`config.mk`:
```
export PLATFORM = sky130hd
export DESIGN_NAME = popcount_frame_accumulator
export DESIGN_NICKNAME = d
export VERILOG_FILES = /design/src/rtl/popcount_frame_accumulator_pkg.sv /design/src/rtl/popcount_frame_accumulator_ones_counter.sv /design/src/rtl/popcount_frame_accumulator.sv
export SDC_FILE = /design/constraint.sdc
export NUM_CORES = 1
export LEC_CHECK = 0
export BUFFER_PORTS_ARGS = -buffer_cell sky130_fd_sc_hd__buf_4
export CORE_MARGIN = 8
export CORE_UTILIZATION = 51
export CTS_BUF_LIST = sky130_fd_sc_hd__clkbuf_8 sky130_fd_sc_hd__clkbuf_16
export DETAILED_ROUTE_END_ITERATION = 8
export PLACE_DENSITY = 0.8
export SLEW_MARGIN = 20
export SYNTH_ARGS = -nofsm -noshare
export SYNTH_HDL_FRONTEND = slang
export SYNTH_SLANG_ARGS = --single-unit
```
`constraint.sdc`:
```
create_clock -name clk -period 2 [get_ports clk]
set_clock_uncertainty 0.1 [all_clocks]
set_input_delay 0.4 -clock clk [delete_from_list [all_inputs] [get_ports clk]]
set_output_delay 0.4 -clock clk [all_outputs]
set_load 0.01 [all_outputs]
```
`src/rtl/popcount_frame_accumulator_pkg.sv`:
```
// Purpose : shared constants for the popcount frame accumulator slice.
//           Provides the default word-width exponent, the FSM state
//           encodings and a helper for the width of a saturating sum.
// Ports   : none (package).
package popcount_frame_accumulator_pkg;

  // Words are 2**DEFAULT_LOG_BIT_WIDTH bits wide unless overridden.
  localparam int DEFAULT_LOG_BIT_WIDTH = 5;

  // Frame FSM encodings.
  localparam logic [0:0] ST_ACC  = 1'b0;  // collecting words of a frame
  localparam logic [0:0] ST_HOLD = 1'b1;  // result presented, waiting for out_ready

  // A saturating add of a w-bit register needs one extra carry bit.
  function automatic int sat_sum_width(input int w);
    return w + 1;
  endfunction

endpackage

```
`src/rtl/popcount_frame_accumulator_ones_counter.sv`:
```
// Purpose : combinational population count of one word.
// Ports   : word_in [2**log_bit_width-1:0]  word to count
//           count   [2**log_bit_width-1:0]  number of set bits (zero-extended)
module ones_counter
  import popcount_frame_accumulator_pkg::*;
#(
  parameter int log_bit_width = DEFAULT_LOG_BIT_WIDTH
) (
  input  logic [(2**log_bit_width)-1:0] word_in,
  output logic [(2**log_bit_width)-1:0] count
);

  localparam int W = 2**log_bit_width;

  // Sum the individual bits of the word.
  always_comb begin
    count = {W{1'b0}};
    for (int i = 0; i < W; i++) begin
      count = count + {{(W-1){1'b0}}, word_in[i]};
    end
  end

endmodule

```
`src/rtl/popcount_frame_accumulator.sv`:
```
// Purpose : accepts words over valid/ready, popcounts each one, sums the
//           counts over a frame closed by in_last and presents the frame
//           total, word count and overflow flag on a valid/ready output.
// Ports   : clk, rst (async, active-high)
//           in_valid / in_ready / word_in / in_last   input word stream
//           out_valid / out_ready                     result handshake
//           frame_count [ACC_WIDTH-1:0]   saturating sum of ones in frame
//           frame_words [WCNT_WIDTH-1:0]  saturating number of words in frame
//           overflow                      either total saturated in frame
// Note    : LOG_BIT_WIDTH must be >= 2 and ACC_WIDTH >= LOG_BIT_WIDTH+1.
module popcount_frame_accumulator
  import popcount_frame_accumulator_pkg::*;
#(
  parameter int LOG_BIT_WIDTH = DEFAULT_LOG_BIT_WIDTH,
  parameter int ACC_WIDTH     = 10,
  parameter int WCNT_WIDTH    = 8
) (
  input  logic                          clk,
  input  logic                          rst,
  input  logic                          in_valid,
  output logic                          in_ready,
  input  logic [(2**LOG_BIT_WIDTH)-1:0] word_in,
  input  logic                          in_last,
  output logic                          out_valid,
  input  logic                          out_ready,
  output logic [ACC_WIDTH-1:0]          frame_count,
  output logic [WCNT_WIDTH-1:0]         frame_words,
  output logic                          overflow
);

  localparam int WORD_W     = 2**LOG_BIT_WIDTH;
  localparam int CNT_W      = LOG_BIT_WIDTH + 1;
  localparam int ACC_SUM_W  = sat_sum_width(ACC_WIDTH);
  localparam int WCNT_SUM_W = sat_sum_width(WCNT_WIDTH);

  logic [0:0]            state_r;
  logic                  s1_valid_r;
  logic                  s1_last_r;
  logic [CNT_W-1:0]      s1_cnt_r;
  logic [ACC_WIDTH-1:0]  acc_r;
  logic [WCNT_WIDTH-1:0] wcnt_r;
  logic                  ovf_r;

  logic [WORD_W-1:0]     ones_full_s;
  logic [CNT_W-1:0]      ones_cnt_s;
  logic                  accept_s;
  logic [ACC_SUM_W-1:0]  acc_sum_s;
  logic [ACC_WIDTH-1:0]  acc_next_s;
  logic                  acc_sat_s;
  logic [WCNT_SUM_W-1:0] wcnt_sum_s;
  logic [WCNT_WIDTH-1:0] wcnt_next_s;
  logic                  wcnt_sat_s;

  ones_counter #(.log_bit_width(LOG_BIT_WIDTH)) u_ones_counter (
    .word_in (word_in),
    .count   (ones_full_s)
  );

  // A pending last word in stage 1 blocks intake so frames never overlap.
  assign in_ready = (state_r == ST_ACC) && !(s1_valid_r && s1_last_r);
  assign accept_s = in_valid && in_ready;

  // Only the low bits of the counter are meaningful; clamp rather than wrap
  // if the upper bits ever report something.
  always_comb begin
    if (|ones_full_s[WORD_W-1:CNT_W]) begin
      ones_cnt_s = {CNT_W{1'b1}};
    end else begin
      ones_cnt_s = ones_full_s[CNT_W-1:0];
    end
  end

  // Saturating next values for the running total and word counter.
  always_comb begin
    acc_sum_s  = {1'b0, acc_r} + {{(ACC_SUM_W-CNT_W){1'b0}}, s1_cnt_r};
    wcnt_sum_s = {1'b0, wcnt_r} + {{WCNT_WIDTH{1'b0}}, 1'b1};
    acc_sat_s  = acc_sum_s[ACC_WIDTH];
    wcnt_sat_s = wcnt_sum_s[WCNT_WIDTH];
    if (acc_sat_s) begin
      acc_next_s = {ACC_WIDTH{1'b1}};
    end else begin
      acc_next_s = acc_sum_s[ACC_WIDTH-1:0];
    end
    if (wcnt_sat_s) begin
      wcnt_next_s = {WCNT_WIDTH{1'b1}};
    end else begin
      wcnt_next_s = wcnt_sum_s[WCNT_WIDTH-1:0];
    end
  end

  // Stage 1: capture popcount and last flag of each accepted word.
  always_ff @(posedge clk or posedge rst) begin
    if (rst) begin
      s1_valid_r <= 1'b0;
      s1_last_r  <= 1'b0;
      s1_cnt_r   <= {CNT_W{1'b0}};
    end else if (accept_s) begin
      s1_valid_r <= 1'b1;
      s1_last_r  <= in_last;
      s1_cnt_r   <= ones_cnt_s;
    end else begin
      s1_valid_r <= 1'b0;
    end
  end

  // Stage 2: accumulate, close frames into the output registers, run the FSM.
  always_ff @(posedge clk or posedge rst) begin
    if (rst) begin
      state_r     <= ST_ACC;
      acc_r       <= {ACC_WIDTH{1'b0}};
      wcnt_r      <= {WCNT_WIDTH{1'b0}};
      ovf_r       <= 1'b0;
      out_valid   <= 1'b0;
      frame_count <= {ACC_WIDTH{1'b0}};
      frame_words <= {WCNT_WIDTH{1'b0}};
      overflow    <= 1'b0;
    end else begin
      case (state_r)
        ST_ACC: begin
          if (s1_valid_r && s1_last_r) begin
            frame_count <= acc_next_s;
            frame_words <= wcnt_next_s;
            overflow    <= ovf_r | acc_sat_s | wcnt_sat_s;
            out_valid   <= 1'b1;
            acc_r       <= {ACC_WIDTH{1'b0}};
            wcnt_r      <= {WCNT_WIDTH{1'b0}};
            ovf_r       <= 1'b0;
            state_r     <= ST_HOLD;
          end else if (s1_valid_r) begin
            acc_r  <= acc_next_s;
            wcnt_r <= wcnt_next_s;
            ovf_r  <= ovf_r | acc_sat_s | wcnt_sat_s;
          end else begin
            acc_r <= acc_r;
          end
        end
        ST_HOLD: begin
          if (out_valid && out_ready) begin
            out_valid <= 1'b0;
            state_r   <= ST_ACC;
          end else begin
            state_r <= ST_HOLD;
          end
        end
        default: begin
          out_valid <= 1'b0;
          state_r   <= ST_ACC;
        end
      endcase
    end
  end

endmodule

```
# After elaboration in Yosys (flattened, before gate mapping)
# Index checks and enable logic that the tools add are counted.
dict set report word_totals {
  register_bits 48
  word_cells 75
  in_bits 37
}
dict set report classes {
  mux 16
  bitwise 3
  eq_ne 2
  add_sub_neg 33
  n_reduce_logical 10
}
# op count
set op_table {}
lappend op_table {{$add 32x1->32} 30}
lappend op_table {{$mux 10} 3}
lappend op_table {{$reduce_or 26->1} 1}
lappend op_table {{$mux 8} 3}
lappend op_table {{$add 10x6->11} 1}
lappend op_table {{$add 8x1->9 const B} 1}
lappend op_table {{$mux 1} 7}
lappend op_table {{$mux 6} 1}
lappend op_table {{$reduce_and 2->1} 3}
lappend op_table {{$logic_and 1x1->1} 4}
lappend op_table {{$ne 2x1->1 const B} 2}
lappend op_table {{$pmux 1 s2} 2}
lappend op_table {{$add 1x1->2} 1}
lappend op_table {{$or 1x1->1} 2}
lappend op_table {{$reduce_bool 2->1} 1}
lappend op_table {{$logic_not 1->1} 1}
lappend op_table {{$not 1->1} 1}

# Depth between registers and ports, before layout
# Gate-level depths: netlist of run 1.
dict set report logic_depth {
  depth_word 33
  depth_mapped 19
  depth_no_buf 19
}

# Cells and area by module
# A second synthesis of run 1 with hierarchy kept.
dict set report unflattened {
  hier_cells 364
  hier_area_um2 3465.8
}
# mod area_per_inst_um2 instances cells_each seq_area_each_um2
set modules_own_cells {}
lappend modules_own_cells {popcount_frame_accumulator 2389.8 1 250 1201.2}
lappend modules_own_cells {ones_counter 1076.0 1 114 0.0}

# Worst setup path before layout of run 1
# No wires, ideal clock.
dict set report synth_path {
  path_kind {input port to flip-flop}
  startpoint {input word_in[0]}
  endpoint {register s1_cnt_r[4]}
  required_time_ns 1.772
  path_stages 19
  setup_ns 0.128
  arrival_ns 4.877
  n_path_buf 0
  path_slack_ns -3.104
  cell_sequence {ha_1 > inv_1 > fa_1 > inv_1 > fa_1 > fa_1 > fa_1 > fa_1 > inv_1 > fa_1 > inv_1 > fa_1 > inv_1 > fa_1 > inv_1 > a21o_1 > a21oi_1 > xor2_1 > o21ai_0}
}
dict set report synth_between {
  elab_chain_len 33
}
# item line
set synth_rtl {}
lappend synth_rtl {{start, declared} popcount_frame_accumulator.sv:22} ;# input logic [(2**LOG_BIT_WIDTH)-1:0] word_in,
lappend synth_rtl {{$add 1x1->2 (*)} popcount_frame_accumulator_ones_counter.sv:19} ;# count = count + {{(W-1){1'b0}}, word_in[i]};
lappend synth_rtl {{$add 32x1->32 (*) (30 in series)} popcount_frame_accumulator_ones_counter.sv:19}
lappend synth_rtl {{$reduce_or 26->1} popcount_frame_accumulator.sv:66} ;# if (|ones_full_s[WORD_W-1:CNT_W]) begin
lappend synth_rtl {{$mux 6 (*)} popcount_frame_accumulator.sv:66}
lappend synth_rtl {{end signal, assigned} popcount_frame_accumulator.sv:96} ;# s1_cnt_r <= {CNT_W{1'b0}};
lappend synth_rtl {{end signal, assigned} popcount_frame_accumulator.sv:100} ;# s1_cnt_r <= ones_cnt_s;
lappend synth_rtl {{end, declared} popcount_frame_accumulator.sv:39} ;# logic [CNT_W-1:0] s1_cnt_r;
# Every way passes the cells marked *; elsewhere a longest branch is shown, timed or not.
# A chain may end at the register's enable or synchronous reset.

# Worst setup path in the final report of run 1
dict set report layout_path {
  startpoint {input word_in[1]}
  endpoint {register s1_cnt_r[4]}
}
# Same word-level chain as after synthesis.

==> results of run 1 <==
per-layer routing:
layer / vias to the layer above / routed length [um]
met4: 0 / 93
met3: 9 / 533
li1: 1199 / -
met1: 1248 / 2900
met5: - / 0
met2: 83 / 3910
sequential cells by signal, indices dropped and copies added (netlist names):
name,count
acc_r,10
frame_count,10
frame_words,8
out_valid,1
overflow,1
ovf_r,1
s1_cnt_r,6
s1_last_r,1
s1_valid_r,1
state_r,1
wcnt_r,8
cell families after synthesis:
family	share of synthesized area, %
compound gates	15.8
simple gates	11.6
buf+inv	6.29
flops	38.7
fa+ha+maj	22.2
xor+xnor	3.67
mux	1.73
worst max-delay path: stages:
cell	delay (ps)
buf_6	90
ha_4	250
inv_2	30
fa_1	490
inv_2	40
fa_1	500
fa_2	560
fa_1	430
fa_1	540
inv_2	50
fa_1	470
inv_1	50
fa_2	340
inv_2	60
fa_1	170
inv_1	40
a21o_1	150
a21oi_2	140
xor2_1	140
o21ai_0	80
timing repair:
item	in CTS	in global routing
hold buffers	1	0
pin swaps	15	13
setup endpoints to repair	28	28
setup buffers	4	4
resized for setup	49	16
hold endpoints to repair	18	0
cells in the mapped netlist, drive strengths merged:
cell type	number
a31o	4
mux2i	2
inv	40
nand2	29
nor2	23
o21ai	26
buf	6
o22ai	1
o31ai	1
o2111ai	1
nor3b	1
and2b	1
nor3	2
a211oi	1
xnor2	10
a21o	4
and3	6
and4b	2
nand2b	1
a21oi	25
fa	25
ha	15
a311oi	1
dfrtp	48
o211ai	1
mux2	3
nor2b	3
o21a	4
and2	1
or3	1
a31oi	8
xor2	3
nand3	3
o22a	1
clkbuf	4
o211a	1
final timing paths:
check                               start             end  slack, ps
min in group asynchronous             rst       wcnt_r[3]        530
min                             out_ready       out_valid        180
max reg2reg                   s1_cnt_r[0]        acc_r[4]       -230
max in group asynchronous             rst  frame_words[1]        700
max                            word_in[1]     s1_cnt_r[4]      -2940
min reg2reg                frame_words[6]  frame_words[6]        400
stage by stage:
step / power (mW) / TNS, ps / utilization, % / cells / hold slack [ps]
3_5_place_dp: 5.72 / -23610 / 64.7 / 456 / 321
2_1_floorplan: 4.19 / -16880 / - / 308 / 351
3_3_place_gp: 5.42 / -21900 / 64.7 / 456 / 320
4_1_cts: 6.77 / -19910 / 69.6 / 469 / 177
6_report: 6.88 / -20500 / 71.0 / 471 / 180
5_1_grt: 7.55 / -22760 / 71.0 / 471 / 174
layout make-up:
class / count / area [sq um]
flip-flops and latches: 48 / 1200
clock buffers: 5 / 68.8
fillers: 436 / 1710
well taps: 75 / 93.8
multi-input cells: 210 / 1910
repair buffers: 90 / 716
clock inverters: 3 / 38.8
inverters: 40 / 150
report_power, final:
part           leakage [nW]  switching [mW]  total, mW  internal (mW)
logic                  1.34            2.34       4.63           2.29
clock network        0.0593           0.328      0.694          0.366
registers             0.616           0.242       1.56           1.32
total                  2.01            2.91       6.88           3.97
==> metrics.md, run 1 <==
| Metric | Value |
|---|---|
| Status | `complete, but fails checks` |
| Failing checks | `setup timing` |
| RSZ-0062 raised after global routing | `true` |
| Critical Path RT | `2080 ps` |
| Die W | `94.0 um` |
| Top post-synthesis cells by area | `dfrtp_1 (39%), fa_1 (16%), ha_1 (6.1%), inv_1 (4.8%), o21ai_0 (4.2%)` |
| Post-synth net total | `385` |
| Antenna cells | `0` |
| Worst skew pair latency | `310 ps` |
| Worst slew pin tran | `514 ps` |
| Placement Setup Slack | `-3350 ps` |
| Starting Density | `52.7%` |
| Commonest non-fill, non-tap cells in the layout | `buf_4 (79), dfrtp_1 (48), inv_1 (35)` |
| Vias in the first global route | `2715` |
| Reg2Reg Depth | `10` |
| Port Buffer Count | `57` |
| Reg clk slew, reported paths | `90 ps` |
| Fin nets | `472` |
| Clock buffer depth | `2` |
| Initial detailed-routing violation count | `112` |
| Busiest metal layer after global routing | `met2` |
| Count of final setup violators | `28` |
| Worst Path Arrival | `5020 ps` |
| Synth Instances | `308` |
| Syn_area_per_cell | `10.1 sq um` |
| Gr ovfl total | `0` |
| Critical path class | `in -> reg` |
| Yosys top cell area share | `38.7%` |
| Synth cell types | `45` |
| Gpl congestion | `0.825` |
| Post-Route WL | `7440 um` |
| Max H-tree Level | `2` |
| Largest net degree at the start of global routing | `21` |
| Clock Sinks | `48` |
| Total CTS buffers | `5` |
| Area Growth Syn to Fin | `34.7%` |
| #FFs+latches synth | `48` |
| TritonCTS clock tree | `done` |
| CP max FO | `2` |
| Root buffer cell | `clkbuf_8` |
| Hpwl dp | `5570 um` |
| Final worst setup slack | `-2940 ps` |
| Vias | `2539` |
| All-layer global routing usage | `17.6%` |
| Initial antenna violation count | `0` |
| Met3 global-route usage | `5.44%` |
| Die Area | `0.00883 sq mm` |
| First-pass GRT wire length | `12400 um` |
| DR WL/cell | `15.8 um` |
| Cell depth of the worst min-delay path | `2` |
| Netlist Area Pre-Place | `0.00310 sq mm` |
| DP Area | `0.00381 sq mm` |
| Max-Cap Viols | `0` |
| Synth area leader | `dfrtp_1` |
| Minimum clock period | `4940 ps` |
| Drt first pass iters | `4` |
| Commonest non-fill, non-tap cell in the layout | `buf_4` |
| Max VDD drop | `0.00129 V` |
| Final hold vios | `0` |
| Leak pwr | `2.01 nW` |
| Final ANT Viol Nets | `0` |
| Seq/Total Area, Yosys | `38.7%` |
| Yosys warnings | `0` |
| Site row count | `28` |
| Top Ports | `58` |
| Via density | `5.39` |
| Core area | `0.00589 sq mm` |
| Cell Pwr Density | `1650 mW/mm^2` |
| Relative slew margins | `65.7%` |
| Final Max Tran Viols | `0` |
| Hold WC Path Type | `in -> reg` |
| Post-layout instance area | `0.00418 sq mm` |
| Startpoint types | `input port` |
| Fmax | `202 MHz` |
| Die H | `94.0 um` |
| Share of layout cells above drive strength 1 | `36.9%` |
| Met2 Use GR | `31.2%` |
| CP Capture Type | `flop` |
| Drt drc | `0` |
| Final period util | `247%` |
| Met1 GRT Util | `19.7%` |
No activity file was read; power rests on OpenSTA's default activity.
==> run 2: changes to the inputs <==
--- a/config.mk
+++ b/config.mk
@@ -6,7 +6,6 @@
 export NUM_CORES = 1
 export LEC_CHECK = 0
 export BUFFER_PORTS_ARGS = -buffer_cell sky130_fd_sc_hd__buf_4
-export CORE_MARGIN = 8
 export CORE_UTILIZATION = 51
 export CTS_BUF_LIST = sky130_fd_sc_hd__clkbuf_8 sky130_fd_sc_hd__clkbuf_16
 export DETAILED_ROUTE_END_ITERATION = 8
@@ -15,3 +14,4 @@
 export SYNTH_ARGS = -nofsm -noshare
 export SYNTH_HDL_FRONTEND = slang
 export SYNTH_SLANG_ARGS = --single-unit
+export TNS_END_PERCENT = 5
==> metrics.md, run 2 (synthesis results as in run 1) <==
| Metric | Value |
|---|---|
| Status | `complete, but fails checks` |
| Failing checks | `DRC, hold timing, setup timing` |
| Clock power share | `9.9% (-0.2 points)` |
| CP Capture Type | `flop` |
| R2r endpoint | `frame_count[8]` |
| R2r startpoint | `s1_cnt_r[0]` |
| Final cell utilization of the core | `66.1% (-4.9 points)` |
| Die H | `80.0 um (-15%)` |
| Final ANT Viol Nets | `0 (unchanged)` |
| Starting Density | `52.7% (unchanged)` |
| Relative slew margins | `56.8% (-8.9 points)` |
| CP Launch Point | `word_in[0]` |
| Total CTS buffers | `5 (unchanged)` |
| CP max FO | `2 (unchanged)` |
| RSZ-0062 raised after global routing | `true` |
| Commonest non-fill, non-tap cell in the layout | `buf_4` |
| Worst slew pin tran | `645 ps (+131 ps)` |
| Hpwl dp | `5040 um (-9.6%)` |
| Final Max Tran Viols | `0 (unchanged)` |
| All-layer global routing usage | `22.7% (+5.0 points)` |
| Critical Path RT | `2080 ps (about the same)` |
| Final hold vios | `15 (+15)` |
| Cell Pwr Density | `1610 mW/mm^2 (-2.3%)` |
| Gpl congestion | `0.905 (+9.6%)` |
| Drt drc | `1 (+1)` |
| Count of final setup violators | `28 (unchanged)` |
| Sw Ratio | `42.3% (about the same)` |
| Post-layout instance count excluding filler cells | `456 (-3.2%)` |
| Clock buffer depth | `2 (unchanged)` |
| Final period util | `249% (+1.8 points)` |
| Post-layout instance area | `0.00389 sq mm (-6.9%)` |
| Vias | `2431 (-4.3%)` |
| Dpl cells | `448 (-1.8%)` |
| Max VDD drop | `0.000938 V (-27%)` |
| Fin nets | `457 (-3.2%)` |
| Area of the multi-input gates | `0.00176 sq mm (-7.9%)` |
| Antenna cells | `0 (unchanged)` |
| Minimum clock period | `4980 ps (+36.0 ps)` |
| Max-Cap Viols | `0 (unchanged)` |
| Reg clk slew, reported paths | `90 ps (about the same)` |
| Vias in the first global route | `2477 (-8.8%)` |
| R2r setup slk | `-250 ps (-20 ps)` |
| Critical path class | `in -> reg` |
| Area Growth Syn to Fin | `25.4%` |
| Drt first pass iters | `6 (+2)` |
| Root buffer cell | `clkbuf_8` |
| Power share of the combinational group | `65.0% (-2.3 points)` |
| Clock Sinks | `48 (unchanged)` |
| TritonCTS clock tree | `done` |
| Fmax | `201 MHz (-0.72%)` |
| Die W | `80.0 um (-15%)` |
| Leak pwr | `1.89 nW (-5.8%)` |
| Post-Route WL | `6460 um (-13%)` |
| DR WL/cell | `14.2 um (-10%)` |
| Max H-tree Level | `2 (unchanged)` |
| Initial antenna violation count | `0 (unchanged)` |
| Leading registers by flop count | `acc_r: 10 flops, frame_count: 10 flops` |
| DP Area | `0.00374 sq mm (-1.8%)` |
| Worst skew pair latency | `310 ps (about the same)` |
| Crit path to | `s1_cnt_r[4]` |
| Die Area | `0.00640 sq mm (-28%)` |
| Share of layout cells above drive strength 1 | `29.7% (-7.2 points)` |
| Hold WC Path Type | `in -> async` |
| Seq. cell area | `0.00120 sq mm (unchanged)` |
| Core area | `0.00589 sq mm (unchanged)` |
| Gr ovfl total | `0 (unchanged)` |
| Top Ports | `58 (unchanged)` |
| Worst hold margin | `-4.24 ps (-185 ps)` |
| Power Internal | `3.61 mW (-9.1%)` |
| Sequential Power Share | `25.0% (+2.4 points)` |
| First-pass GRT wire length | `11000 um (-11%)` |
| Switching power | `2.65 mW (-9.0%)` |
| Site row count | `28 (unchanged)` |
| Largest net degree at the start of global routing | `33 (+57%)` |
| Startpoint types | `input port` |
| Worst Path Arrival | `5060 ps (+40 ps)` |
| Via density | `5.33 (-1.1%)` |
| Commonest non-fill, non-tap cells in the layout | `buf_4 (73), dfrtp_1 (48), inv_1 (36)` |
| Reg2Reg Depth | `8 (-2)` |
| Final worst setup slack | `-2980 ps (-36.0 ps)` |
| Port Buffer Count | `57 (unchanged)` |
| FILL cells | `459 (+5.3%)` |
| Initial detailed-routing violation count | `182 (+63%)` |
==> run 2: worst min-delay path by stage <==
stage | from | end | slack (ps) | cells past startpoint
6_report | rst | frame_words[6] | -4 | 2
5_1_grt | rst | frame_words[3] | 30 | 2
4_1_cts | rst | frame_words[2] | 10 | 2
3_5_place_dp | rst | frame_words[2] | 350 | 2
3_3_place_gp | rst | frame_words[2] | 330 | 2
2_1_floorplan | ovf_r | ovf_r | 350 | 2
==> run 2: routing by layer <==
metal / global-route usage [%] / wire length (um)
met1: 27.5 / 2610
met2: 39.9 / 3380
met3: 4.91 / 345
met4: 7.14 / 122
met5: 0 / 0
==> run 2: cell type report <==
class	count	share of cell area, %
inverter	40	3.86
multi-input combinational	210	45.2
clock buffer	6	2.12
sequential	48	30.9
clock inverter	2	0.354
timing repair buffer	75	15.1
tap	75	2.41
==> run 2: stage by stage <==
stage	power (mW)	hold slack [ps]	setup WS, ps	setup TNS, ps
6_report	6.26	-4.24	-2980	-18500
2_1_floorplan	4.06	351	-3100	-17440
3_3_place_gp	5.23	329	-3270	-21550
5_1_grt	6.90	29.5	-3190	-21370
4_1_cts	6.25	11.1	-3000	-18360
3_5_place_dp	5.42	346	-3410	-22140
==> run 2: critical path, cell delays in order <==
cell	delay (ps)
buf_4	110
ha_1	270
inv_1	40
fa_1	490
inv_2	40
fa_1	530
fa_1	440
fa_1	490
fa_1	520
inv_1	50
fa_1	480
inv_1	50
fa_2	340
inv_2	60
fa_2	190
inv_1	40
a21o_1	160
a21oi_2	140
xor2_1	150
o21ai_1	70
==> run 2: power by group through the flow <==
stage	Combinational [mW]	Clock (mW)	Sequential [mW]
2_1_floorplan	2.47	0	1.59
3_3_place_gp	3.66	0	1.57
3_5_place_dp	3.83	0	1.59
4_1_cts	4.05	0.630	1.57
5_1_grt	4.62	0.673	1.61
6_report	4.07	0.622	1.57
==> run 2: timing repair <==
item,4_1_cts,5_1_grt
endpoints found under the setup margin,28,28
gates resized for setup,23,7
hold buffers,0,0
buffers inserted,0,0
pin swaps,5,0
cloned,0,0
